--- config.mk ---
export PLATFORM = sky130hd
export DESIGN_NAME = hazard_unit
export DESIGN_NICKNAME = d
export VERILOG_FILES = /design/src/rtl/hazard_unit.sv
export SDC_FILE = /design/constraint.sdc
export NUM_CORES = 1
export LEC_CHECK = 0
export CAP_MARGIN = 0
export CORE_MARGIN = 2
export CORE_UTILIZATION = 49
export CTS_BUF_LIST = sky130_fd_sc_hd__clkbuf_2
export DETAILED_ROUTE_END_ITERATION = 6
export PLACE_DENSITY = 0.89
export SKIP_LAST_GASP = 1
export SLEW_MARGIN = 10
export SYNTH_ARGS = -nofsm -noshare
export SYNTH_HDL_FRONTEND = slang
export SYNTH_SLANG_ARGS = --single-unit
--- constraint.sdc ---
create_clock -name clk -period 2.8 [get_ports clk]
set_clock_uncertainty 0.1 [all_clocks]
set_input_delay 0.56 -clock clk [delete_from_list [all_inputs] [get_ports clk]]
set_output_delay 0.56 -clock clk [all_outputs]
set_load 0.1 [all_outputs]
--- src/rtl/hazard_unit.sv ---
// Stall and forwarding control for the five-stage MIPS pipeline.
// Shadows each in-flight writer's destination and remaining Tnew through E, M and W.
module hazard_unit #(
    parameter int CNT_W = 32
) (
    input  logic             clk,
    input  logic             reset,
    input  logic [4:0]       rs_D,
    input  logic [4:0]       rt_D,
    input  logic [1:0]       Tuse_rs,
    input  logic [1:0]       Tuse_rt,
    input  logic [4:0]       A3_D,
    input  logic [1:0]       Tnew_D,
    output logic             stall,
    output logic [1:0]       FwdRsD,
    output logic [1:0]       FwdRtD,
    output logic [1:0]       FwdRsE,
    output logic [1:0]       FwdRtE,
    output logic             FwdRtM,
    output logic [CNT_W-1:0] stall_cnt
);

    logic [4:0] rs_E, rt_E, A3_E;
    logic [1:0] Tnew_E;
    logic [4:0] rt_M, A3_M;
    logic [1:0] Tnew_M;
    logic [4:0] A3_W;

    function automatic logic [1:0] sat_dec(input logic [1:0] t);
        return (t == 2'd0) ? 2'd0 : t - 2'd1;
    endfunction

    function automatic logic [CNT_W-1:0] sat_inc(input logic [CNT_W-1:0] c);
        return (c == '1) ? c : c + CNT_W'(1);
    endfunction

    // A reader must wait while a matching writer in E or M still needs more cycles than it can spare.
    function automatic logic hazard(input logic [4:0] r, input logic [1:0] tuse,
                                    input logic [4:0] a3e, input logic [1:0] tne,
                                    input logic [4:0] a3m, input logic [1:0] tnm);
        return (r != 5'd0) && (((r == a3e) && (tne > tuse)) || ((r == a3m) && (tnm > tuse)));
    endfunction

    function automatic logic [1:0] fwd_d(input logic [4:0] r,
                                         input logic [4:0] a3e, input logic [1:0] tne,
                                         input logic [4:0] a3m, input logic [1:0] tnm,
                                         input logic [4:0] a3w);
        if (r == 5'd0)                      return 2'b00;
        else if (r == a3e && tne == 2'd0)   return 2'b11;
        else if (r == a3m && tnm == 2'd0)   return 2'b10;
        else if (r == a3w)                  return 2'b01;
        else                                return 2'b00;
    endfunction

    function automatic logic [1:0] fwd_e(input logic [4:0] r,
                                         input logic [4:0] a3m, input logic [1:0] tnm,
                                         input logic [4:0] a3w);
        if (r == 5'd0)                      return 2'b00;
        else if (r == a3m && tnm == 2'd0)   return 2'b10;
        else if (r == a3w)                  return 2'b01;
        else                                return 2'b00;
    endfunction

    always_comb begin
        stall  = hazard(rs_D, Tuse_rs, A3_E, Tnew_E, A3_M, Tnew_M)
               | hazard(rt_D, Tuse_rt, A3_E, Tnew_E, A3_M, Tnew_M);
        FwdRsD = fwd_d(rs_D, A3_E, Tnew_E, A3_M, Tnew_M, A3_W);
        FwdRtD = fwd_d(rt_D, A3_E, Tnew_E, A3_M, Tnew_M, A3_W);
        FwdRsE = fwd_e(rs_E, A3_M, Tnew_M, A3_W);
        FwdRtE = fwd_e(rt_E, A3_M, Tnew_M, A3_W);
        FwdRtM = (rt_M != 5'd0) && (rt_M == A3_W);
    end

    // Shadow stages D->E, E->M, M->W; a stall injects an all-zero bubble into E.
    always_ff @(posedge clk) begin
        if (reset) begin
            rs_E      <= '0;
            rt_E      <= '0;
            A3_E      <= '0;
            Tnew_E    <= '0;
            rt_M      <= '0;
            A3_M      <= '0;
            Tnew_M    <= '0;
            A3_W      <= '0;
            stall_cnt <= '0;
        end else begin
            if (stall) begin
                rs_E   <= '0;
                rt_E   <= '0;
                A3_E   <= '0;
                Tnew_E <= '0;
            end else begin
                rs_E   <= rs_D;
                rt_E   <= rt_D;
                A3_E   <= A3_D;
                Tnew_E <= Tnew_D;
            end
            rt_M   <= rt_E;
            A3_M   <= A3_E;
            Tnew_M <= sat_dec(Tnew_E);
            A3_W   <= A3_M;
            if (stall)
                stall_cnt <= sat_inc(stall_cnt);
        end
    end

endmodule

-- After elaboration in Yosys (flattened, before gate mapping)
Cells that the tools add are included.
W data, S select, Z words.
- flip-flop bits (word level): 66
- output and inout port bits: 42
- add/subtract/negate cells: 2
- $lt $le $gt $ge: 4
- equality and inequality tests: 12
- muxes and demuxes: 14
- bitwise gates (word level): 2
- reductions and logical operators: 27
- operators by type and width (kind ; count):
    $eq A5 B5 Y1 ; 11
    $add A32 B1 Y32 const B ; 1
    $eq A32 B32 Y1 const B ; 1
    $logic_not A5 Y1 ; 4
    $mux W2 ; 10
    $reduce_bool A5 Y1 ; 3
    $logic_and A1 B1 Y1 ; 13
    $gt A2 B2 Y1 ; 4
    $logic_not A2 Y1 ; 2
    $mux W1 ; 4
    $reduce_or A2 Y1 ; 2
    $logic_or A1 B1 Y1 ; 2
    $reduce_and A2 Y1 ; 1
    $sub A2 B1 Y2 const B ; 1
    $not A1 Y1 ; 1
    $or A1 B1 Y1 ; 1

-- Logic depth before layout (Yosys ltp)
- depth after elaboration: 6
- depth in mapped cells: 10
- gate-level depth less buffers: 8

-- Least setup slack after synthesis
OpenSTA, ideal clock, no wires.
- path kind: register to output
- start point: register A3_M[0]
- end point: output port FwdRsE[1]
- arrival time: 3.306 ns
- required time: 2.140 ns
- slack: -1.166 ns
- stages on the path, launching flop included: 6
- buffers on the path: 1
- cell sequence: dfxtp_1 > clkbuf_1 > xor2_1 > a221o_1 > nor4_1 > a21boi_0
- cells in the longest elaborated chain, start to end: 4
- ends and longest elaborated chain (element ; RTL line ; text):
    start, declared ; 25 ; logic [4:0] rt_M, A3_M;
    start signal, assigned ; 82 ; A3_M <= '0;
    start signal, assigned ; 99 ; A3_M <= A3_E;
    $eq A5 B5 Y1 ; 59 ; else if (r == a3m && tnm == 2'd0) return 2'b10;
    $logic_and A1 B1 Y1 ; 59 ;
    $mux W2 ; 59 ;
    $mux W2 ; 58 ; if (r == 5'd0) return 2'b00;
    end, declared ; 17 ; output logic [1:0] FwdRsE,
Every way passes these cells.

-- Final worst setup path
- start point: input port Tuse_rs[1]
- end point: output port stall
- cells in the longest elaborated chain, start to end: 5
- elaborated cells on any way between the ends: 7
- those cells by class: 2 x order compare; 1 x bitwise; 4 x reduce/logical
- ends and longest elaborated chain (element ; RTL line ; text):
    start, declared ; 10 ; input logic [1:0] Tuse_rs,
    $gt A2 B2 Y1 ; 41 ; return (r != 5'd0) && (((r == a3e) && (tne > tuse)) || ((r == a3m) && (tnm > tuse)));
    $logic_and A1 B1 Y1 ; 41 ;
    $logic_or A1 B1 Y1 * ; 41 ;
    $logic_and A1 B1 Y1 * ; 41 ;
    $or A1 B1 Y1 * ; 66 ; | hazard(rt_D, Tuse_rt, A3_E, Tnew_E, A3_M, Tnew_M);
    end, declared ; 14 ; output logic stall,
Every way passes the cells marked *; elsewhere a longest branch is shown, timed or not.

==> summary.txt <==
Final layout
  – Most common cell after layout, fill and taps aside: buf_4
  – Layout Cells excl Fill: 608
  – Final Util: 66.40%
  – Post-route cell area: 4765 µm²
  – Synth-to-layout area growth: 32.27%
  – Post-layout net count: 539
  – Antenna diodes: 0
  – Layout cells sized above 1: 31.04%
  – Commonest non-fill, non-tap cells in the layout: buf_4, dfxtp_1, a21oi_1

Routing
  – Final WL: 9.524 mm
  – Vias per cell: 5.655
  – DRT antenna net count: 0
  – WL per Instance: 15.66 µm
  – Vias: 3438
  – Initial detailed-routing violation count: 131
  – Pre-antenna DRT Iters: 4
  – DRC viols: 0

Outcome
  – Run status: finished with violations
  – Failing checks: setup timing

Synth
  – Distinct cells, synth: 46
  – Post-Syn Area: 3602 µm²
  – Syn_nets: 454
  – Top cell type's share of synthesized area: 36.68%
  – #FFs+latches synth: 66
  – Cells after Synth: 421
  – YS warnings: 0
  – Register area share after synthesis: 36.68%
  – Post-synth EDFFs: 0
  – Post-synthesis async set-or-reset flop share: 0%
  – Leading area contributor after synthesis: dfxtp_1
  – Synth top area cells: dfxtp_1, xnor2_1, xor2_1
  – Main synth FF type: dfxtp_1
  – Avg Cell Area, Syn: 8.556 µm²

Clock network
  – Clock tree buffer depth: 2
  – Htree depth: 3
  – CTS root buf: clkbuf_2
  – Clk sink count: 66
  – CTS clk-pin slew, worst paths: 150 ps
  – Hold-fix buffers, CTS: 0
  – CTS buffer count: 9
  – Insertion delay to the later sink of the worst-skew pair: 480 ps
  – CTS tree: done

Critical path
  – Worst Path Max Fanout: 2
  – CP peak stage delay: 390 ps
  – Crit path capture type: primary output
  – CP max-delay cell: nor4_4
  – Arr. time, crit path: 2280 ps
  – CP cell instances: dlygate4sd2_1 -> inv_2 -> ha_4 -> nor2b_4 -> a2bb2oi_2 -> and4bb_1 -> nor4_4 -> inv_1 -> buf_12
  – WP data required: 2140 ps
  – Family with the most delay on the worst path: simple AND/OR/NAND/NOR gates
  – Buf/Inv on CP: 4
  – Critical path launch point type: primary input
  – Critical path type: in2out

Power
  – Clk pwr share: 26.5%
  – Switch share: 30.48%
  – Leak pwr: 0.001852 µW
  – Power Total: 1945 µW
  – Peak VDD IR: 298.3 µV
  – Switching pwr: 592.9 µW
  – Cell internal pwr: 1352 µW
  – Combinational share of power: 21.8%
  – Power Dens Cells: 408.2 nW/µm²
  – Sequential Power Share: 51.7%

Global routing
  – First-pass GRT wire length: 15.79 mm
  – Vias in the first global route: 3419
  – GRT overflow: 0
  – Initial antenna violation count: 0
  – GRT Total Usage: 23.77%
  – Pin count of the biggest net entering global routing: 27

STA
  – Achievable Freq: 340.4 MHz
  – Min cycle time layout: 2938 ps
  – Tcrit/Tclk final: 104.9%
  – Worst relative slew slack: 67.54%
  – Final setup margin: -138.1 ps
  – Final setup viols: 2
  – Fin. max-slew vios: 0
  – Final Hold Viols: 0
  – Worst-Margin Slew: 482.4 ps
  – RSZ-0062 raised after global routing: true

Place
  – RePlAce Congestion: 0.9328
  – Post-DP Area: 4483 µm²
  – PortBufs: 64
  – Placed cell count: 586
  – Post-DP HPWL: 6.919 mm

Job
  – Number of max-cap violations: 0

Floorplan
  – Initial Util: 50.20%
  – IO Count: 65
  – Chip height: 89.74 µm
  – Core Region: 7176 µm²
  – Die Area: 8053 µm²
  – Rows: 31
  – Die X: 89.74 µm

Worst hold path
  – Type of the worst min-delay path: reg2reg
[cells in the mapped netlist (15+ instances only)]
library cell and count:
dfxtp_1 66, a21oi_1 34, xnor2_1 25, and2_1 23, or3_1 23, xor2_1 23
nand4_1 22, clkbuf_1 18, inv_1 18, nor2b_1 17, nor3_1 17, nor2_1 16
o21ai_0 15
[layer usage]
metal	global-route usage [%]	vias to the layer above	routed length, µm
met5	0	-	0
met4	11.15	0	236
met3	4.191	24	585
met2	43.56	125	4965
met1	26.71	1630	3737
li1	-	1659	-
[through the flow]
stage	hold slack, ps	TNS, ps	setup WS [ps]
CTS	334.6	-449.6	-185.7
detailed placement	318.0	-20290	-492.2
global route	338.6	-402.9	-228.0
global placement	308.8	-17150	-461.3
floorplan	301.3	-846.4	-504.0
finish	335.2	-163.5	-138.1
[flip-flops by register name, summed over array words and instances, names as in the netlist]
register / count
A3_W: 5
Tnew_M: 2
rt_M: 5
A3_E: 5
rt_E: 5
Tnew_E: 2
rs_E: 5
stall_cnt: 32
A3_M: 5
[repair_timing]
item                                    in CTS  in global routing
endpoints found under the setup margin       8                  9
resized for setup                           55                 16
buffers inserted                             8                  4
pin swaps                                   13                  7
[power groups by stage]
stage	clock network (µW)	registers, µW	logic, µW
after floorplan	0	1010	255
after global placement	0	1020	372
after detailed placement	0	1020	386
after CTS	520	1000	402
after global routing	565	1010	455
final	515	1010	424
[logic make-up (layout without fill, tap and decap cells)]
kind of cell	after synthesis	in the layout	share of synthesized area, %
mux	5	5	1.841
compound gates	71	71	11.25
xor+xnor	48	48	11.67
buf+inv	44	132	5.210
fa+ha+maj	10	10	3.473
simple gates	177	177	29.87
flops	66	66	36.68
[path summary, 6_finish.rpt]
kind | from | endpoint | slack, ps | cells after the start
worst max-delay path | Tuse_rs[1] | stall | -140 | 9
worst min-delay path | Tnew_E[0]$_SDFF_PP0_ | Tnew_M[0]$_SDFF_PP0_ | 340 | 1
worst max register to register | Tnew_E[1]$_SDFF_PP0_ | stall_cnt[22]$_SDFFE_PP0P_ | 320 | 9
worst min register to register | Tnew_E[0]$_SDFF_PP0_ | Tnew_M[0]$_SDFF_PP0_ | 340 | 1
[cell type report]
type	count	area, µm²
multi-input cells	311	2260
well taps	99	123.9
clock inverters	4	45.04
fillers	579	2411
clock buffers	10	50.05
flip-flops and latches	66	1353
inverters	18	67.56
repair buffers	100	865.8
(Power assumes the default switching activity.)
